--- config.mk ---
export PLATFORM = sky130hd
export DESIGN_NAME = rv32i_mc_ctrl
export DESIGN_NICKNAME = d
export VERILOG_FILES = /design/src/rtl/rv32i_ctrl_pkg.sv /design/src/rtl/rv32i_decode.sv /design/src/rtl/rv32i_mc_ctrl.sv
export SDC_FILE = /design/constraint.sdc
export NUM_CORES = 1
export LEC_CHECK = 0
export CAP_MARGIN = 0
export CORE_MARGIN = 2
export CORE_UTILIZATION = 35
export CTS_CLUSTER_SIZE = 24
export DETAILED_ROUTE_END_ITERATION = 8
export HOLD_SLACK_MARGIN = 0.06
export PLACE_DENSITY = 0.7
export SYNTH_ARGS = -nofsm -noshare
export SYNTH_HDL_FRONTEND = slang
export SYNTH_SLANG_ARGS = --single-unit
--- constraint.sdc ---
create_clock -name clk -period 2.55 [get_ports clk]
set_input_delay 0.51 -clock clk [delete_from_list [all_inputs] [get_ports clk]]
set_output_delay 0.51 -clock clk [all_outputs]
set_load 0.1 [all_outputs]
--- src/rtl/rv32i_ctrl_pkg.sv ---
// Shared encodings for the multi-cycle RV32I control path: opcodes, FSM
// states, instruction classes, ALU operation codes and mux-select values.
package rv32i_ctrl_pkg;

  // Major opcodes (instr[6:0])
  localparam logic [6:0] OP_R      = 7'b0110011;
  localparam logic [6:0] OP_IALU   = 7'b0010011;
  localparam logic [6:0] OP_LOAD   = 7'b0000011;
  localparam logic [6:0] OP_STORE  = 7'b0100011;
  localparam logic [6:0] OP_BRANCH = 7'b1100011;
  localparam logic [6:0] OP_JAL    = 7'b1101111;
  localparam logic [6:0] OP_SYSTEM = 7'b1110011;

  // Only word-sized loads and stores are implemented
  localparam logic [2:0] F3_WORD = 3'b010;

  // Immediate format select
  localparam logic [1:0] IMM_I = 2'b00;
  localparam logic [1:0] IMM_S = 2'b01;
  localparam logic [1:0] IMM_B = 2'b10;
  localparam logic [1:0] IMM_J = 2'b11;

  // Register-file write source select
  localparam logic [1:0] LD_ALU = 2'b00;
  localparam logic [1:0] LD_PC4 = 2'b01;
  localparam logic [1:0] LD_DM  = 2'b10;

  typedef enum logic [2:0] {
    S_FETCH,
    S_DECODE,
    S_EXEC,
    S_MEM,
    S_WB,
    S_HALT
  } state_t;

  typedef enum logic [2:0] {
    CLS_R,
    CLS_IALU,
    CLS_LW,
    CLS_SW,
    CLS_BRANCH,
    CLS_JAL,
    CLS_SYSTEM,
    CLS_ILLEGAL
  } instr_cls_t;

  typedef enum logic [3:0] {
    ALU_ADD  = 4'd0,
    ALU_SUB  = 4'd1,
    ALU_SLL  = 4'd2,
    ALU_SLT  = 4'd3,
    ALU_SLTU = 4'd4,
    ALU_XOR  = 4'd5,
    ALU_SRL  = 4'd6,
    ALU_SRA  = 4'd7,
    ALU_OR   = 4'd8,
    ALU_AND  = 4'd9
  } alu_op_t;

  // Map funct3 plus the alternate bit (funct7[5]) onto an ALU operation.
  // The caller decides whether the alternate bit is meaningful.
  function automatic alu_op_t alu_from_funct(input logic [2:0] funct3,
                                             input logic       alt);
    alu_op_t op;
    unique case (funct3)
      3'b000:  op = alt ? ALU_SUB : ALU_ADD;
      3'b001:  op = ALU_SLL;
      3'b010:  op = ALU_SLT;
      3'b011:  op = ALU_SLTU;
      3'b100:  op = ALU_XOR;
      3'b101:  op = alt ? ALU_SRA : ALU_SRL;
      3'b110:  op = ALU_OR;
      default: op = ALU_AND;
    endcase
    return op;
  endfunction

  // Branch outcome from the flags of rs1 - rs2; c=1 means rs1 >= rs2 unsigned.
  function automatic logic branch_taken(input logic [2:0] funct3,
                                        input logic       z,
                                        input logic       c,
                                        input logic       n);
    logic taken;
    unique case (funct3)
      3'b000:  taken = z;
      3'b001:  taken = !z;
      3'b100:  taken = n;
      3'b101:  taken = !n;
      3'b110:  taken = !c;
      3'b111:  taken = c;
      default: taken = 1'b0;
    endcase
    return taken;
  endfunction

endpackage

--- src/rtl/rv32i_decode.sv ---
// Combinational instruction decoder: classifies the instruction and derives
// the ALU operation and immediate format used while it executes.
module rv32i_decode
  import rv32i_ctrl_pkg::*;
(
  input  logic [31:0] instr,
  output instr_cls_t  cls,
  output alu_op_t     alu_op,
  output logic [1:0]  sel_imm,
  output logic        illegal
);

  logic [6:0] opcode;
  logic [2:0] funct3;
  logic       funct7_b5;

  assign opcode    = instr[6:0];
  assign funct3    = instr[14:12];
  assign funct7_b5 = instr[30];

  // Register indices and immediate bits are consumed by the datapath only
  logic unused_instr_bits;
  assign unused_instr_bits = ^{instr[31], instr[29:15], instr[11:7]};

  // Classify on opcode, then validate funct3 where only a subset is legal
  always_comb begin
    // NOTE: every output gets a default before the case so no path leaves a
    // value unassigned, which would otherwise infer a latch.
    cls     = CLS_ILLEGAL;
    alu_op  = ALU_ADD;
    sel_imm = IMM_I;
    unique case (opcode)
      OP_R: begin
        cls    = CLS_R;
        alu_op = alu_from_funct(funct3, funct7_b5);
      end
      OP_IALU: begin
        // funct7[5] selects SRAI only; ADDI never becomes a subtract
        cls    = CLS_IALU;
        alu_op = alu_from_funct(funct3, funct7_b5 && (funct3 == 3'b101));
      end
      OP_LOAD: begin
        if (funct3 == F3_WORD) cls = CLS_LW;
      end
      OP_STORE: begin
        sel_imm = IMM_S;
        if (funct3 == F3_WORD) cls = CLS_SW;
      end
      OP_BRANCH: begin
        alu_op  = ALU_SUB;
        sel_imm = IMM_B;
        if (funct3 != 3'b010 && funct3 != 3'b011) cls = CLS_BRANCH;
      end
      OP_JAL: begin
        cls     = CLS_JAL;
        sel_imm = IMM_J;
      end
      OP_SYSTEM: cls = CLS_SYSTEM;
      default:   cls = CLS_ILLEGAL;
    endcase
  end

  assign illegal = (cls == CLS_ILLEGAL);

endmodule

--- src/rtl/rv32i_mc_ctrl.sv ---
// Multi-cycle RV32I control FSM: sequences FETCH/DECODE/EXEC/MEM/WB, drives
// datapath enables and selects, and bounds data-memory waits with a timeout.
module rv32i_mc_ctrl
  import rv32i_ctrl_pkg::*;
#(
  parameter int unsigned MEM_TIMEOUT = 255
) (
  input  logic        clk,
  input  logic        rst,
  input  logic [31:0] instr,
  input  logic        z,
  input  logic        c,
  input  logic        n,
  input  logic        dm_ready,
  output logic        pc_en,
  output logic        ir_en,
  output logic        rf_wen,
  output logic        dm_wen,
  output logic        dm_req,
  output logic        sel_srcB,
  output logic [1:0]  sel_ld,
  output logic [1:0]  sel_imm,
  output logic        br_taken,
  output logic [3:0]  alu_op,
  output logic        retire,
  output logic        halted,
  output logic        fault
);

  // Last MEM wait count at which a missing dm_ready becomes a timeout
  localparam logic [7:0] WAIT_LAST = 8'(MEM_TIMEOUT - 1);

  state_t     state_q, state_d;
  logic       fault_q, fault_d;
  logic [7:0] wait_cnt;

  instr_cls_t dec_cls;
  alu_op_t    dec_alu_op;
  logic [1:0] dec_sel_imm;
  logic       dec_illegal;

  rv32i_decode u_decode (
    .instr   (instr),
    .cls     (dec_cls),
    .alu_op  (dec_alu_op),
    .sel_imm (dec_sel_imm),
    .illegal (dec_illegal)
  );

  // State and sticky fault flag
  always_ff @(posedge clk or negedge rst) begin
    // NOTE: sequential state uses non-blocking assignments so every register
    // samples the pre-edge values regardless of statement order.
    if (!rst) begin
      state_q <= S_FETCH;
      fault_q <= 1'b0;
    end else begin
      state_q <= state_d;
      fault_q <= fault_d;
    end
  end

  // MEM wait counter: zero outside MEM, counts MEM cycles, saturates at 255
  always_ff @(posedge clk or negedge rst) begin
    if (!rst) begin
      wait_cnt <= 8'd0;
    end else if (state_q != S_MEM) begin
      wait_cnt <= 8'd0;
    end else if (wait_cnt != 8'hFF) begin
      wait_cnt <= wait_cnt + 8'd1;
    end
  end

  // Next-state and output decode; everything is forced low while in reset
  always_comb begin
    state_d  = state_q;
    fault_d  = fault_q;
    pc_en    = 1'b0;
    ir_en    = 1'b0;
    rf_wen   = 1'b0;
    dm_wen   = 1'b0;
    dm_req   = 1'b0;
    sel_srcB = 1'b0;
    sel_ld   = LD_ALU;
    sel_imm  = IMM_I;
    br_taken = 1'b0;
    alu_op   = ALU_ADD;
    retire   = 1'b0;
    halted   = 1'b0;
    fault    = 1'b0;

    if (rst) begin
      fault = fault_q;

      // ALU selects stay stable from EXEC through MEM and WB
      if (state_q == S_EXEC || state_q == S_MEM || state_q == S_WB) begin
        alu_op   = dec_alu_op;
        sel_imm  = dec_sel_imm;
        sel_srcB = (dec_cls == CLS_IALU) || (dec_cls == CLS_LW) ||
                   (dec_cls == CLS_SW);
      end

      unique case (state_q)
        S_FETCH: begin
          ir_en   = 1'b1;
          state_d = S_DECODE;
        end

        S_DECODE: begin
          if (dec_illegal) begin
            fault_d = 1'b1;
            state_d = S_HALT;
          end else if (dec_cls == CLS_SYSTEM) begin
            state_d = S_HALT;
          end else begin
            state_d = S_EXEC;
          end
        end

        S_EXEC: begin
          unique case (dec_cls)
            CLS_R, CLS_IALU: state_d = S_WB;
            CLS_LW, CLS_SW:  state_d = S_MEM;
            CLS_BRANCH: begin
              br_taken = branch_taken(instr[14:12], z, c, n);
              pc_en    = 1'b1;
              retire   = 1'b1;
              state_d  = S_FETCH;
            end
            CLS_JAL: begin
              sel_ld   = LD_PC4;
              rf_wen   = 1'b1;
              br_taken = 1'b1;
              pc_en    = 1'b1;
              retire   = 1'b1;
              state_d  = S_FETCH;
            end
            default: begin
              // Unreachable: DECODE already diverted these classes to HALT
              fault_d = 1'b1;
              state_d = S_HALT;
            end
          endcase
        end

        S_MEM: begin
          dm_req = 1'b1;
          dm_wen = (dec_cls == CLS_SW);
          // A ready arriving on the last allowed cycle still completes
          if (dm_ready) begin
            if (dec_cls == CLS_SW) begin
              pc_en   = 1'b1;
              retire  = 1'b1;
              state_d = S_FETCH;
            end else begin
              state_d = S_WB;
            end
          end else if (wait_cnt >= WAIT_LAST) begin
            fault_d = 1'b1;
            state_d = S_HALT;
          end
        end

        S_WB: begin
          rf_wen  = 1'b1;
          sel_ld  = (dec_cls == CLS_LW) ? LD_DM : LD_ALU;
          pc_en   = 1'b1;
          retire  = 1'b1;
          state_d = S_FETCH;
        end

        S_HALT: begin
          halted = 1'b1;
        end

        default: state_d = S_HALT;
      endcase
    end
  end

endmodule

Word level (Yosys, flattened, before mapping)
Cells that the tools add are included.
W data, S select, Z words.
Word-level totals
  bits in registers: 12
  output and inout port bits: 18
  word-level logic and storage cells: 118
Cells by class
  add/subtract/negate cells: 1
  magnitude comparators: 1
  equality and inequality tests: 35
  muxes and demuxes: 57
  bitwise logic cells: 1
  reduce and logical (&&, ||, !) cells: 20
Operators by type and width (count)
  $pmux W4 S7: 2
  $eq A3 B3 Y1 const B: 10
  $mux W1: 28
  $eq A7 B7 Y1 const B: 3
  $mux W3: 7
  $pmux W3 S7: 1
  $eq A3 B2 Y1 const B: 6
  $pmux W3 S6: 1
  $mux W8: 2
  $eq A7 B6 Y1 const B: 2
  $ne A3 B2 Y1 const B: 4
  $pmux W4 S3: 1
  $mux W2: 5
  $eq A3 B1 Y1 const B: 3
  $logic_not A3 Y1: 3
  $pmux W3 S3: 1
  $add A8 B1 Y8 const B: 1
  $ge A8 B8 Y1 const B: 1
  $mux W4: 2
  $ne A8 B8 Y1 const B: 1
  $eq A7 B2 Y1 const B: 1
  $eq A7 B5 Y1 const B: 1
  $ne A2 B2 Y1 const B: 3
  $pmux W1 S3: 2
  15 further kinds: 24

Logic depth before layout (Yosys ltp)
  depth in word-level cells: 9
  mapped depth: 8
  mapped depth without buffers: 7

Modules after synthesis
A second synthesis with hierarchy kept.
Second synthesis, totals
  cells, all modules: 162
  area, all modules: 1228.7 sq um
Modules (own cells, without submodules)
  rv32i_mc_ctrl: instances 1, cells each 116, area an instance 955.9 sq um
  rv32i_decode: instances 1, cells each 46, area an instance 272.8 sq um

Least setup slack after synthesis
Ideal clock, no wire load.
  path type: input-to-output
  start point: input port instr[2]
  end point: output port alu_op[0]
  arrival: 3.711 ns
  data required time: 2.040 ns
  slack: -1.671 ns
  stages on the path: 7
  path buffers: 1
  path through: buf_6 -> and4bb_4 -> and2b_1 -> a41oi_1 -> nor2_1 -> nor2_1 -> o32ai_1
Between the ends
  longest elaborated chain between the ends: 4
  elaborated cells between the ends (all ways): 6
Ends and longest elaborated chain
  start: declaration: RTL line rv32i_mc_ctrl.sv:10  | input logic [31:0] instr,
  $eq A7 B7 Y1 (tied with other cells): RTL line rv32i_decode.sv:32  | unique case (opcode)
  $pmux W4 S3 *: RTL line rv32i_decode.sv:32
  $mux W4 *: RTL line rv32i_mc_ctrl.sv:96  | if (state_q == S_EXEC || state_q == S_MEM || state_q == S_WB) begin
  $mux W4 *: RTL line rv32i_mc_ctrl.sv:92  | if (rst) begin
  end: declaration: RTL line rv32i_mc_ctrl.sv:24  | output logic [3:0] alu_op,
Every way passes the cells marked *; elsewhere a longest branch is shown, timed or not.

Worst setup path in the final report
  start point: input port instr[3]
  end point: output port alu_op[0]
Same word-level chain as after synthesis.

==> summary.md <==
| Metric | Value |
|---|---|
| CTS Root Cell | clkbuf_4 |
| Antenna violations before repair | 0 |
| Num rows | 21 |
| Vias in the first global route | 1550 |
| Reg2reg start | state_q[1]$_DFFE_PN0P_ |
| Mapped Avg Cell Area | 7.19 um2 |
| GR Util met1 | 25.0% |
| Ant diodes | 0 |
| Number of port buffers | 34 |
| Hold crit path type | reg -> reg |
| Met2 GRT Util | 40.7% |
| Clock Pin Slew Worst Setup and Hold Paths | 0.07 ns |
| Grt ovf | 0 |
| Pin count of the biggest net entering global routing | 24 |
| Post-Synthesis Net Count | 208 |
| Status | finished clean |
| Die Wd | 62.7 um |
| Post-synth top area share | 24.9% |
| Netlist Area Pre-Place | 1210 um2 |
| Drt via density | 5.67 |
| DRT Wirelength | 4350 um |
| Setup ws final | 0.0399 ns |
| Critical path required time | 2.04 ns |
| Nets | 276 |
| Synth top area cells | dfrtp_1, nor2_1, nand2_1, a21oi_1, and3_1 |
| Layout Skew | 0.00430 ns |
| Synth async-reset ratio | 100% |
| Number of buffers created by CTS | 3 |
| Final worst-path cycle share | 98.4% |
| RSZ-0062 raised after global routing | true |
| Yosys cell types | 46 |
| P_int | 0.337 mW |
| Antenna Nets Post-Route | 0 |
| Main synth FF type | dfrtp_1 |
| Clk Latency, worst-skew pair | 0.27 ns |
| Post-synth EDFFs | 0 |
| FMAX | 398 MHz |
| Gate power share | 38.5% |
| Dpl cell area | 2110 um2 |
| Net load switching power | 0.164 mW |
| Hold_sp | fault_q$_DFFE_PN0P_ |
| Vias | 1588 |
| CP arrival | 2.00 ns |
| Die area | 3940 um2 |
| Most frequent cells in the layout | buf_4, buf_12, nand2_1 |
| # setup viols final | 0 |
| Maximum clock path buffer count | 2 |
| Worst-margin pin slew | 0.432 ns |
| Area Growth Syn to Fin | 88.7% |
| Finished Cell Area | 2280 um2 |
| CTS sink cnt | 12 |
| Final GP Congestion | 0.931 |
| Post-place setup slack | -0.324 ns |
| CTS hold repair buffers | 0 |
| Commonest non-fill, non-tap cell in the layout | buf_4 |
| Sw Ratio | 32.7% |
| CTS tree | done |
| Post-layout util | 68.3% |
| CORE AREA | 3340 um2 |
| Global-route wire length before repair | 7110 um |
| Register bit total from synthesis | 12 |
| Slew Viols, Final | 0 |
| Final hold viol count | 0 |
| Largest area contributor in the netlist | dfrtp_1 |
| Static leakage | 0.937 nW |
| # DRC | 0 |
| PwrDens | 220 nW/um2 |
| Grt met3 use | 4.32% |
| Routed len/inst | 15.5 um |
| Worst setup SP type | input pin |
| Register area share after synthesis | 24.9% |
| H-tree Lvls | 1 |
| Layout cells sized above 1 | 47.4% |
| Clock power share | 21.9% |
| Min Clock Period, post-route | 2.51 ns |
| Starting Density | 36.2% |
| 1st-iter DRT viols | 177 |
| Router iterations before antenna repair | 4 |
| Fin Hold WS | 0.471 ns |
| All-layer global routing usage | 22.5% |
| Worst Setup SP | instr[3] |
| Placed wire-length estimate | 3100 um |
| Yosys warns | 0 |
| Die Ht | 62.7 um |
| Crit Path Class | in -> out |
| Io pins | 56 |
| Crit. End Element | output port |
| Register share of total power | 39.5% |
| CP Max Fanout | 4 |
| Cells after Synth | 168 |
| Maxcap violations | 0 |
| Slew margin rel. | 71.0% |
| Peak supply drop | 0.223 mV |
| Busiest grt layer | met2 |
-- registers in the layout, indices dropped and copies added, names as in the netlist --
register  count
state_q       3
wait_cnt      8
fault_q       1
-- per-layer routing --
| layer | share of wire [%] | up-vias | routed length (um) |
|---|---|---|---|
| met1 | 38 | 755 | 1670 |
| met2 | 53 | 72 | 2320 |
| met4 | 2.6 | 0 | 113 |
| met3 | 5.7 | 10 | 249 |
| li1 | - | 751 | - |
| met5 | 0 | - | 0 |
-- Yosys cell counts (all sizes together) (2+ instances only) --
library cell,n
or3,4
dfrtp,12
a21oi,11
nand2,18
buf,2
nand4,2
nor2,24
clkbuf,7
o31ai,2
o2111ai,2
nor3,8
o22ai,2
a31oi,3
or2,3
nor2b,3
xor2,5
and3,9
inv,5
nand2b,6
a211oi,2
and2b,2
nor4,2
ha,2
o21ai,9
nand3,5
-- power groups by stage --
stage               clock network [mW]  logic, mW  registers [mW]
finish                           0.110      0.193           0.198
CTS                              0.115      0.182           0.198
detailed placement                   0      0.173           0.202
global route                     0.133      0.203           0.199
global placement                     0      0.169           0.202
floorplan                            0     0.0850           0.201
-- kinds of logic after synthesis --
logic type               count (synthesis)  synth area share [%]
AND/OR/NAND/NOR                         91                  39.2
AO/OA/AOI/OAI                           42                  23.4
buffers and inverters                   14                  5.29
flip-flops                              12                  24.9
XOR/XNOR                                 6                  4.35
adder cells (fa/ha/maj)                  2                  2.07
multiplexers                             1                 0.829
-- path summary, 6_finish.rpt --
kind / end / slack [ns] / cells past startpoint
worst max-delay path: alu_op[0] / 0.04 / 8
worst min-delay path: fault_q$_DFFE_PN0P_ / 0.47 / 2
worst max register to register: state_q[2]$_DFFE_PN0P_ / 0.61 / 6
worst min register to register: fault_q$_DFFE_PN0P_ / 0.47 / 2
max in group asynchronous: state_q[2]$_DFFE_PN0P_ / 1.62 / 3
min in group asynchronous: state_q[1]$_DFFE_PN0P_ / 0.71 / 3
-- worst max-delay path: stages --
cell and delay [ns]:
buf_6 0.09, and4bb_4 0.36, and2b_2 0.20, a41oi_2 0.15
nor2_2 0.12, nor2_2 0.05, o32ai_4 0.31, buf_12 0.21
-- per-stage QoR --
step,total power [mW],instances,TNS (ns)
final,0.501,280,0
after global routing,0.535,280,-0.0133
after CTS,0.496,277,0
after detailed placement,0.374,272,-2.59
after global placement,0.371,272,-2.17
after floorplan,0.286,168,-1.24
-- area by class of cell --
cell class / count / area [um2]
Multi-Input combinational cell: 142 / 1070
Inverter: 5 / 18.8
Sequential cell: 12 / 302
Fill cell: 241 / 1060
Timing Repair Buffer: 72 / 805
Clock buffer: 3 / 22.5
Tap cell: 46 / 57.6
-- timing repair --
action,CTS,global route
buffers inserted,2,3
setup endpoints to repair,14,12
cloned,0,0
resized for setup,30,21
pin swaps,14,10
Power figures use the tool's default switching activity.
